$ cat src/rtl/seq_fsm_ctrl_pkg.sv
// Shared encodings for the {r,x,d,b} recognizer and its controller.
package seq_fsm_ctrl_pkg;

  // Legal state encodings {r,x,d,b}
  localparam logic [3:0] S_L  = 4'b0000;
  localparam logic [3:0] S_B_ = 4'b0001;
  localparam logic [3:0] S_D_ = 4'b0010;
  localparam logic [3:0] S_A  = 4'b0100;
  localparam logic [3:0] S_B  = 4'b0101;
  localparam logic [3:0] S_D  = 4'b0110;
  localparam logic [3:0] S_BD = 4'b0111;
  localparam logic [3:0] S_BA = 4'b1101;
  localparam logic [3:0] S_DA = 4'b1110;
  localparam logic [3:0] S_X  = 4'b1111;

  // Input symbols {i1,i0}; SYM_11 is the reset symbol
  localparam logic [1:0] SYM_00 = 2'b00;
  localparam logic [1:0] SYM_01 = 2'b01;
  localparam logic [1:0] SYM_10 = 2'b10;
  localparam logic [1:0] SYM_11 = 2'b11;

  // True for the ten encodings the recognizer can legitimately hold
  function automatic logic is_legal(logic [3:0] s);
    case (s)
      S_L, S_B_, S_D_, S_A, S_B, S_D, S_BD, S_BA, S_DA, S_X: is_legal = 1'b1;
      default:                                              is_legal = 1'b0;
    endcase
  endfunction

endpackage

$ cat src/rtl/seq_fsm_next.sv
// Combinational next-state function of the recognizer; no storage here.
module seq_fsm_next
  import seq_fsm_ctrl_pkg::*;
(
  input  logic [3:0] state_i,
  input  logic [1:0] sym_i,
  output logic [3:0] next_o,
  output logic       legal_o
);

  // Table lookup: symbol 11 always returns to S_L, illegal states map to S_L
  always_comb begin
    next_o  = S_L;
    legal_o = is_legal(state_i);
    if (sym_i != SYM_11) begin
      case (state_i)
        S_L:  next_o = (sym_i == SYM_00) ? S_A  : (sym_i == SYM_01) ? S_B_ : S_D_;
        S_B_: next_o = (sym_i == SYM_00) ? S_A  : (sym_i == SYM_01) ? S_B_ : S_D;
        S_D_: next_o = (sym_i == SYM_00) ? S_A  : (sym_i == SYM_01) ? S_B  : S_D_;
        S_A:  next_o = (sym_i == SYM_00) ? S_A  : (sym_i == SYM_01) ? S_B  : S_D;
        S_B:  next_o = (sym_i == SYM_00) ? S_BA : (sym_i == SYM_01) ? S_B  : S_BD;
        S_D:  next_o = (sym_i == SYM_00) ? S_DA : (sym_i == SYM_01) ? S_BD : S_D;
        S_BD: next_o = (sym_i == SYM_00) ? S_BD : S_X;
        S_BA: next_o = (sym_i == SYM_00) ? S_BA : (sym_i == SYM_01) ? S_X  : S_BD;
        S_DA: next_o = (sym_i == SYM_00) ? S_DA : (sym_i == SYM_01) ? S_BD : S_X;
        S_X:  next_o = S_X;
        default: next_o = S_L;
      endcase
    end
  end

endmodule

$ cat src/rtl/seq_fsm_ctrl.sv
// Registered recognizer controller: paced symbol intake, accept pulse and
// saturating count, inactivity timeout and illegal-state recovery.
//
// Handshake: sym_valid may be raised at any time; a symbol is consumed on a
// clk edge where sym_valid & sym_ready are both high. sym_ready depends
// combinationally on clr and on the legality of the held state.
module seq_fsm_ctrl
  import seq_fsm_ctrl_pkg::*;
#(
  parameter int unsigned STEP_GAP = 2,
  parameter int unsigned TIMEOUT  = 1000,
  parameter int unsigned CNT_W    = 8
) (
  input  logic             clk,
  input  logic             rst_n,
  input  logic             clr,
  input  logic             sym_valid,
  input  logic [1:0]       sym,
  output logic             sym_ready,
  output logic [3:0]       state,
  output logic             hit,
  output logic [CNT_W-1:0] hit_cnt,
  output logic             tmo,
  output logic             err
);

  localparam int unsigned GAP_W  = (STEP_GAP > 1) ? $clog2(STEP_GAP + 1) : 1;
  localparam int unsigned IDLE_W = (TIMEOUT > 1) ? $clog2(TIMEOUT + 1) : 1;
  localparam logic [GAP_W-1:0]  GAP_LOAD  = GAP_W'(STEP_GAP);
  // Timeout fires on the edge that completes the TIMEOUT-th idle cycle
  localparam logic [IDLE_W-1:0] IDLE_LAST = IDLE_W'((TIMEOUT > 0) ? TIMEOUT - 1 : 0);
  localparam logic [CNT_W-1:0]  CNT_MAX   = '1;

  logic [3:0]        state_q, state_d;
  logic              ready_q, ready_d;
  logic [GAP_W-1:0]  gap_q, gap_d;
  logic [IDLE_W-1:0] idle_q, idle_d;
  logic              hit_q, hit_d;
  logic [CNT_W-1:0]  hit_cnt_q, hit_cnt_d;
  logic              tmo_q, tmo_d;
  logic              err_q, err_d;

  logic [3:0] next_state;
  logic       legal;
  logic       xfer;

  seq_fsm_next u_next (
    .state_i (state_q),
    .sym_i   (sym),
    .next_o  (next_state),
    .legal_o (legal)
  );

  assign xfer = sym_valid & sym_ready;

  // State register and all counters
  always_ff @(posedge clk or negedge rst_n) begin
    if (!rst_n) begin
      state_q   <= S_L;
      ready_q   <= 1'b1;
      gap_q     <= '0;
      idle_q    <= '0;
      hit_q     <= 1'b0;
      hit_cnt_q <= '0;
      tmo_q     <= 1'b0;
      err_q     <= 1'b0;
    end else begin
      state_q   <= state_d;
      ready_q   <= ready_d;
      gap_q     <= gap_d;
      idle_q    <= idle_d;
      hit_q     <= hit_d;
      hit_cnt_q <= hit_cnt_d;
      tmo_q     <= tmo_d;
      err_q     <= err_d;
    end
  end

  // Next state with edge priority clr > illegal > transfer > timeout > hold
  always_comb begin
    state_d   = state_q;
    ready_d   = ready_q;
    gap_d     = gap_q;
    idle_d    = idle_q;
    hit_d     = 1'b0;
    hit_cnt_d = hit_cnt_q;
    tmo_d     = 1'b0;
    err_d     = err_q;

    // Pacing gap counts down independently of the state path
    if (!ready_q) begin
      if (gap_q <= GAP_W'(1)) begin
        ready_d = 1'b1;
        gap_d   = '0;
      end else begin
        gap_d = gap_q - GAP_W'(1);
      end
    end

    if (clr) begin
      state_d   = S_L;
      ready_d   = 1'b1;
      gap_d     = '0;
      idle_d    = '0;
      hit_cnt_d = '0;
      err_d     = 1'b0;
    end else if (!legal) begin
      state_d = S_L;
      err_d   = 1'b1;
      idle_d  = '0;
    end else if (xfer) begin
      state_d = next_state;
      idle_d  = '0;
      hit_d   = (next_state == S_X) && (state_q != S_X);
      if (hit_d && (hit_cnt_q != CNT_MAX)) hit_cnt_d = hit_cnt_q + 1'b1;
      if (STEP_GAP != 0) begin
        ready_d = 1'b0;
        gap_d   = GAP_LOAD;
      end
    end else if (state_q == S_L) begin
      idle_d = '0;
    end else if ((TIMEOUT != 0) && (idle_q == IDLE_LAST)) begin
      state_d = S_L;
      tmo_d   = 1'b1;
      idle_d  = '0;
    end else begin
      idle_d = idle_q + 1'b1;
    end
  end

  // Outputs: registered flags plus the combinational ready
  always_comb begin
    sym_ready = ready_q & ~clr & legal;
    state     = state_q;
    hit       = hit_q;
    hit_cnt   = hit_cnt_q;
    tmo       = tmo_q;
    err       = err_q;
  end

endmodule

$ cat config.mk
export PLATFORM = sky130hd
export DESIGN_NAME = seq_fsm_ctrl
export DESIGN_NICKNAME = d
export VERILOG_FILES = /design/src/rtl/seq_fsm_ctrl_pkg.sv /design/src/rtl/seq_fsm_next.sv /design/src/rtl/seq_fsm_ctrl.sv
export SDC_FILE = /design/constraint.sdc
export NUM_CORES = 1
export LEC_CHECK = 0
export CORE_ASPECT_RATIO = 1.75
export CORE_UTILIZATION = 30
export DETAILED_ROUTE_END_ITERATION = 8
export PLACE_DENSITY = 0.52
export SYNTH_ARGS = -nofsm -noshare
export SYNTH_HDL_FRONTEND = slang
export SYNTH_SLANG_ARGS = --single-unit
$ cat constraint.sdc
create_clock -name clk -period 1.75 [get_ports clk]
set_input_delay 0.2625 -clock clk [delete_from_list [all_inputs] [get_ports clk]]
set_output_delay 0.2625 -clock clk [all_outputs]
set_load 0.005 [all_outputs]
==> run metrics <==
XOR/XNOR Fraction of Synth Area=4.95%; RSZ-0062 raised after global routing=true; DR WL/cell=around 15 microns; worst-margin pin slew=roughly 370 ps; Via density=between 5 and 6; Synth Instances=about 170; Port-buffer cells=21; synthesis-to-layout area growth=49.0%; pwr dens=552 mW/mm^2; Post-synth EDFFs=0; IO Pins=22; status=finished with violations; post-route ant nets=0; FFs w/ async S/R, synth=between 90% and 100%; Fillers=between 400 and 500; pre-CTS setup slack=-516 ps; share of the synthesized area in the top cell type=42.4%; CP Launch Type=flop; violated checks=design-rule violations, negative setup slack; mux cell area share after synthesis=0.628%; Most used DFF post-synth=dfrtp_1; initial DRC count=73; Tmin final=about 1800 ps; Tot Pwr=1.31 mW; Max Clock Skew=2.97 ps; Fin. Hold Viols=0; final wirelength=4.39 mm; slew margin rel.=approximately 75%; Pleak=1.00 nW; total global routing track utilization=between 10% and 20%; RD Place Congestion=0.742; flops & latches, synth=28; Die X=about 57 microns; Synth Area in Simple Gates=between 20% and 30%; Fmax=approximately 540 MHz; crit end category=flop; slack of the critical path=-96.0 ps; CP required=approximately 2000 ps; number of global-route vias before repair=around 1600; largest net degree at the start of global routing=29; ratio of cells with drive above 1 in the final layout=35.5%; TritonCTS buffer count=3; Synth Area in Adders=roughly 1.6%; synthesized area per cell=9.31 sq um; initial antenna violation count=0; Clk pin slew, worst setup/hold paths=100 ps; yosys warns=0; maxcap violations=0; H-Tree Level Count=1; crit-path max FO=8; Post-Synthesis Cell Area=around 0.0016 sq mm; CTS tree=built; grt total ovfl=0; DP HPWL=3.13 mm; RR Startpoint=state[0]$_DFFE_PN0P_; initial core utilization=a little under a third; DIE HEIGHT=just under 100 microns; DR vias=around 1500; # setup viols final=15; CP Launch Point=state[0]$_DFFE_PN0P_; main combinational cell family by area after synthesis=simple AND/OR/NAND/NOR gates; Cell Rows=34; first-pass GRT wire length=~7.5 mm; HP Class=primary input to asynchronous set/reset pin; ANT cells=0; DIE AREA=around 0.0056 sq mm; Final Cycle Share=105%; Yosys top cell by area=dfrtp_1; nets@finish=240; Slew Limit Fails=0; Clock Latency Late Sink=270 ps; core area=between 0.005 and 0.006 sq mm; area fraction in compound gates after synthesis=approximately a fifth; critical path class=flop to flop; peak supply drop=roughly 0.00039 V; DRC violations left=6; Worst EP arrival=2050 ps; Hold Buf Count CTS=0; Netlist cell types=47; CTS sink cnt=28; Syn Nets=around 180; sequential area share after synthesis=roughly 44%; clock root cell=clkbuf_8; iteration count of the initial detailed-routing pass=6; CTS max path bufs=2; Synth area leaders=dfrtp_1, nor2_1, a21oi_1, xnor2_1, o31ai_1
final timing paths:
kind / to / slack [ps] / depth (start not counted)
setup / recovery: hit_cnt[4]$_DFFE_PN0P_ / -100 / 5
hold / removal: idle_q[9]$_DFF_PN0_ / 360 / 2
setup reg to reg: hit_cnt[4]$_DFFE_PN0P_ / -100 / 5
hold reg to reg: idle_q[0]$_DFF_PN0_ / 490 / 1
max in group asynchronous: ready_q$_DFF_PN1_ / 1080 / 2
min in group clk: idle_q[0]$_DFF_PN0_ / 490 / 1
layout by cell type, fill, tap and decap left out, drive strengths merged, types with 5 or more instances in the layout:
cell type,instances
dfrtp,27
or3,5
inv,6
clkdlybuf4s50,18
nand2,8
buf,44
a21oi,14
nand4,5
o21ai,8
or4,5
xnor2,5
o31ai,5
nor2,21
stage by stage:
stage / instances / TNS, ps / instance area [sq um] / hold slack (ps) / util (%)
after floorplan: 171 / -73.6 / 1590 / -33.1 / -
after global placement: 272 / -6820 / 2090 / 472 / 41.7
after detailed placement: 272 / -8310 / 2090 / 487 / 41.7
after CTS: 283 / -636 / 2290 / 374 / 45.6
after global routing: 285 / -1910 / 2370 / 386 / 47.3
final: 285 / -549 / 2370 / 361 / 47.3
metal layers:
layer  share of wire (%)  vias up  track usage, %
met5                   0        -               0
met4                0.91        0            5.25
met3                 1.8        4           0.927
met2                  58       24            32.9
met1                  39      757            18.2
li1                    -      750               -
worst max-delay path, stage by stage (launching register included):
cell and delay, ps:
dfrtp_2 480, nor4bb_4 290, a31oi_1 60, o22a_2 290, or4_1 520, a21oi_1 130
logic make-up after synthesis:
family | count (synthesis)
buffers and inverters | 15
AOI/OAI and AO/OA | 44
xor gates and xnor gates | 9
muxes | 1
and+or+nand+nor | 72
adders and majority gates | 2
DFF | 28
report_power, final:
part           total (mW)  internal, mW  leakage [nW]  switching [mW]
clock               0.403         0.201        0.0288           0.202
sequential          0.676         0.661         0.377          0.0155
combinational       0.230         0.116         0.596           0.114
flip-flops by register name, indices dropped and copies added, names as in the netlist:
signal and cells:
idle_q 10, gap_q 2, hit 1, hit_cnt 8, err 1, ready_q 1
tmo 1, state 4
cell type report:
cell class	instances	area [sq um]	share of cell area (%)
Inverter	6	22.5	0.949
Tap cell	54	67.6	2.85
Sequential cell	28	708	29.8
Timing Repair Buffer	64	537	22.6
Multi-Input combinational cell	129	983	41.4
Clock buffer	4	55.1	2.32
what timing repair did:
| action | CTS | global route |
|---|---|---|
| pin swaps | 13 | 13 |
| hold endpoints to repair | 0 | 0 |
| resized for setup | 28 | 19 |
| buffers inserted | 6 | 2 |
| setup endpoints to repair | 24 | 24 |
| cloned | 1 | 0 |
synthesized netlist by cell type, types with 3 or more instances:
cell      instances
or3_1             5
and2_1            3
clkbuf_1          5
dfrtp_1          27
buf_2             3
nand3b_1          3
xor2_1            4
inv_1             6
xnor2_1           5
nor3_1            3
or4_1             5
o31ai_1           5
and3_1            4
nand2_1           7
nand3_1           4
nor2_1           21
nand2b_1          3
a21oi_1          14
nand4_1           5
o21ai_0           5
Power figures use the tool's default switching activity.
==> variant, RTL diff (config.mk and constraints unchanged) <==
Change the parameter `STEP_GAP` from 2 to 1.
--- a/src/rtl/seq_fsm_ctrl.sv
+++ b/src/rtl/seq_fsm_ctrl.sv
@@ -7,7 +7,7 @@
 module seq_fsm_ctrl
   import seq_fsm_ctrl_pkg::*;
 #(
-  parameter int unsigned STEP_GAP = 2,
+  parameter int unsigned STEP_GAP = 1,
   parameter int unsigned TIMEOUT  = 1000,
   parameter int unsigned CNT_W    = 8
 ) (
Behaviour: not the same (Yosys sat finds a counterexample within 4 cycles, from zero or initial values and one cycle with rst_n low).
==> variant against the original RTL <==
- the run still ends with DRC, setup timing left
- total power increased by 0.63%
- clock power increased by 22%
- setup slack got worse by 160 ps
- largest power group unchanged
- die area increased by 0.69%
- synthesized area increased by 0.71%
- wire length decreased by 4.9%
- non-clock buffer count increased by 1
- sequential power decreased by 8.6%
- sequential cell count decreased by 2
- synthesized cell count decreased by 7.0%
- highest routed layer unchanged
- first-iteration DRC count decreased by 30%
- maximum frequency decreased by 8.2%
- combinational power decreased by 10%
- cell area increased by 1.1%
==> variant: results (changes against the original RTL) <==
Status
  – Status: finished with violations
  – Failing checks: DRC, setup timing

Worst setup path
  – Setup crit start: state[1]
  – Slowest CP cell: dfrtp_2

Power
  – Leakage: 1.05 nW (+4.8%)
  – Share of power burned in registers: 46.9% (-4.7 points)
  – Max IR drop VDD: 370 uV (-4.7%)

Final layout
  – Signal buffers: 65 (+1.6%)
  – Sequential Area: 656 um2 (-7.4%)
  – NumNets Final: 228 (-5.0%)
  – Non-clock buffers, area share: 24.3% (+1.6 points)
  – Fraction of area in registers: 27.3% (-2.5 points)

Synthesis
  – Sequential-to-total area share from yosys stat: 40.6% (-3.4 points)
  – Syn_nets: 167 (-6.7%)

STA
  – Final Setup Violations: 9 (-6)
  – Slew HR: 75.9% (+0.50 points)
  – Final worst slack: -261 ps (-165 ps)
  – Setup TNS: -2040 ps (-1490 ps)

Clock network
  – Cts repair resizes: 27 (-3.6%)
  – Post-CTS Setup Inserts: 4 (-2)
  – Clk sinks: 26 (-7.1%)

Global route
  – Vias in the first global route: 1602 (-0.19%)

Drt
  – Wire per inst: 15.3 um (-0.72%)
  – Vias/cell: 5.29 (-1.7%)
  – DRC viols: 2 (-4)

Place
  – Post-DP HPWL: 3120 um (-0.33%)
variant: routing by layer:
layer | share of wire [%] | up-vias | global-route usage (%)
met1 | 39 | 710 | 17.0
li1 | - | 693 | -
met4 | 1.5 | 0 | 5.82
met3 | 3.1 | 6 | 0.919
met5 | 0 | - | 0
met2 | 56 | 36 | 30.6
variant: kinds of logic (layout without fill, tap and decap cells):
kind of cell    count (synthesis)  count (layout)  share of synthesized area [%]
simple gates                   67              67                           29.1
compound gates                 34              34                           15.7
flops                          26              26                           40.6
buf+inv                        17              77                           4.99
xor+xnor                        7               7                           3.82
mux                             6               6                           4.21
fa+ha+maj                       2               2                           1.56
variant: path summary, 6_finish.rpt:
kind / to / depth (start not counted)
max: hit_cnt[2] / 5
min: hit_cnt[3] / 2
max reg2reg: hit_cnt[2] / 5
min reg2reg: idle_q[0] / 1
max in group asynchronous: ready_q / 2
min in group clk: idle_q[0] / 1
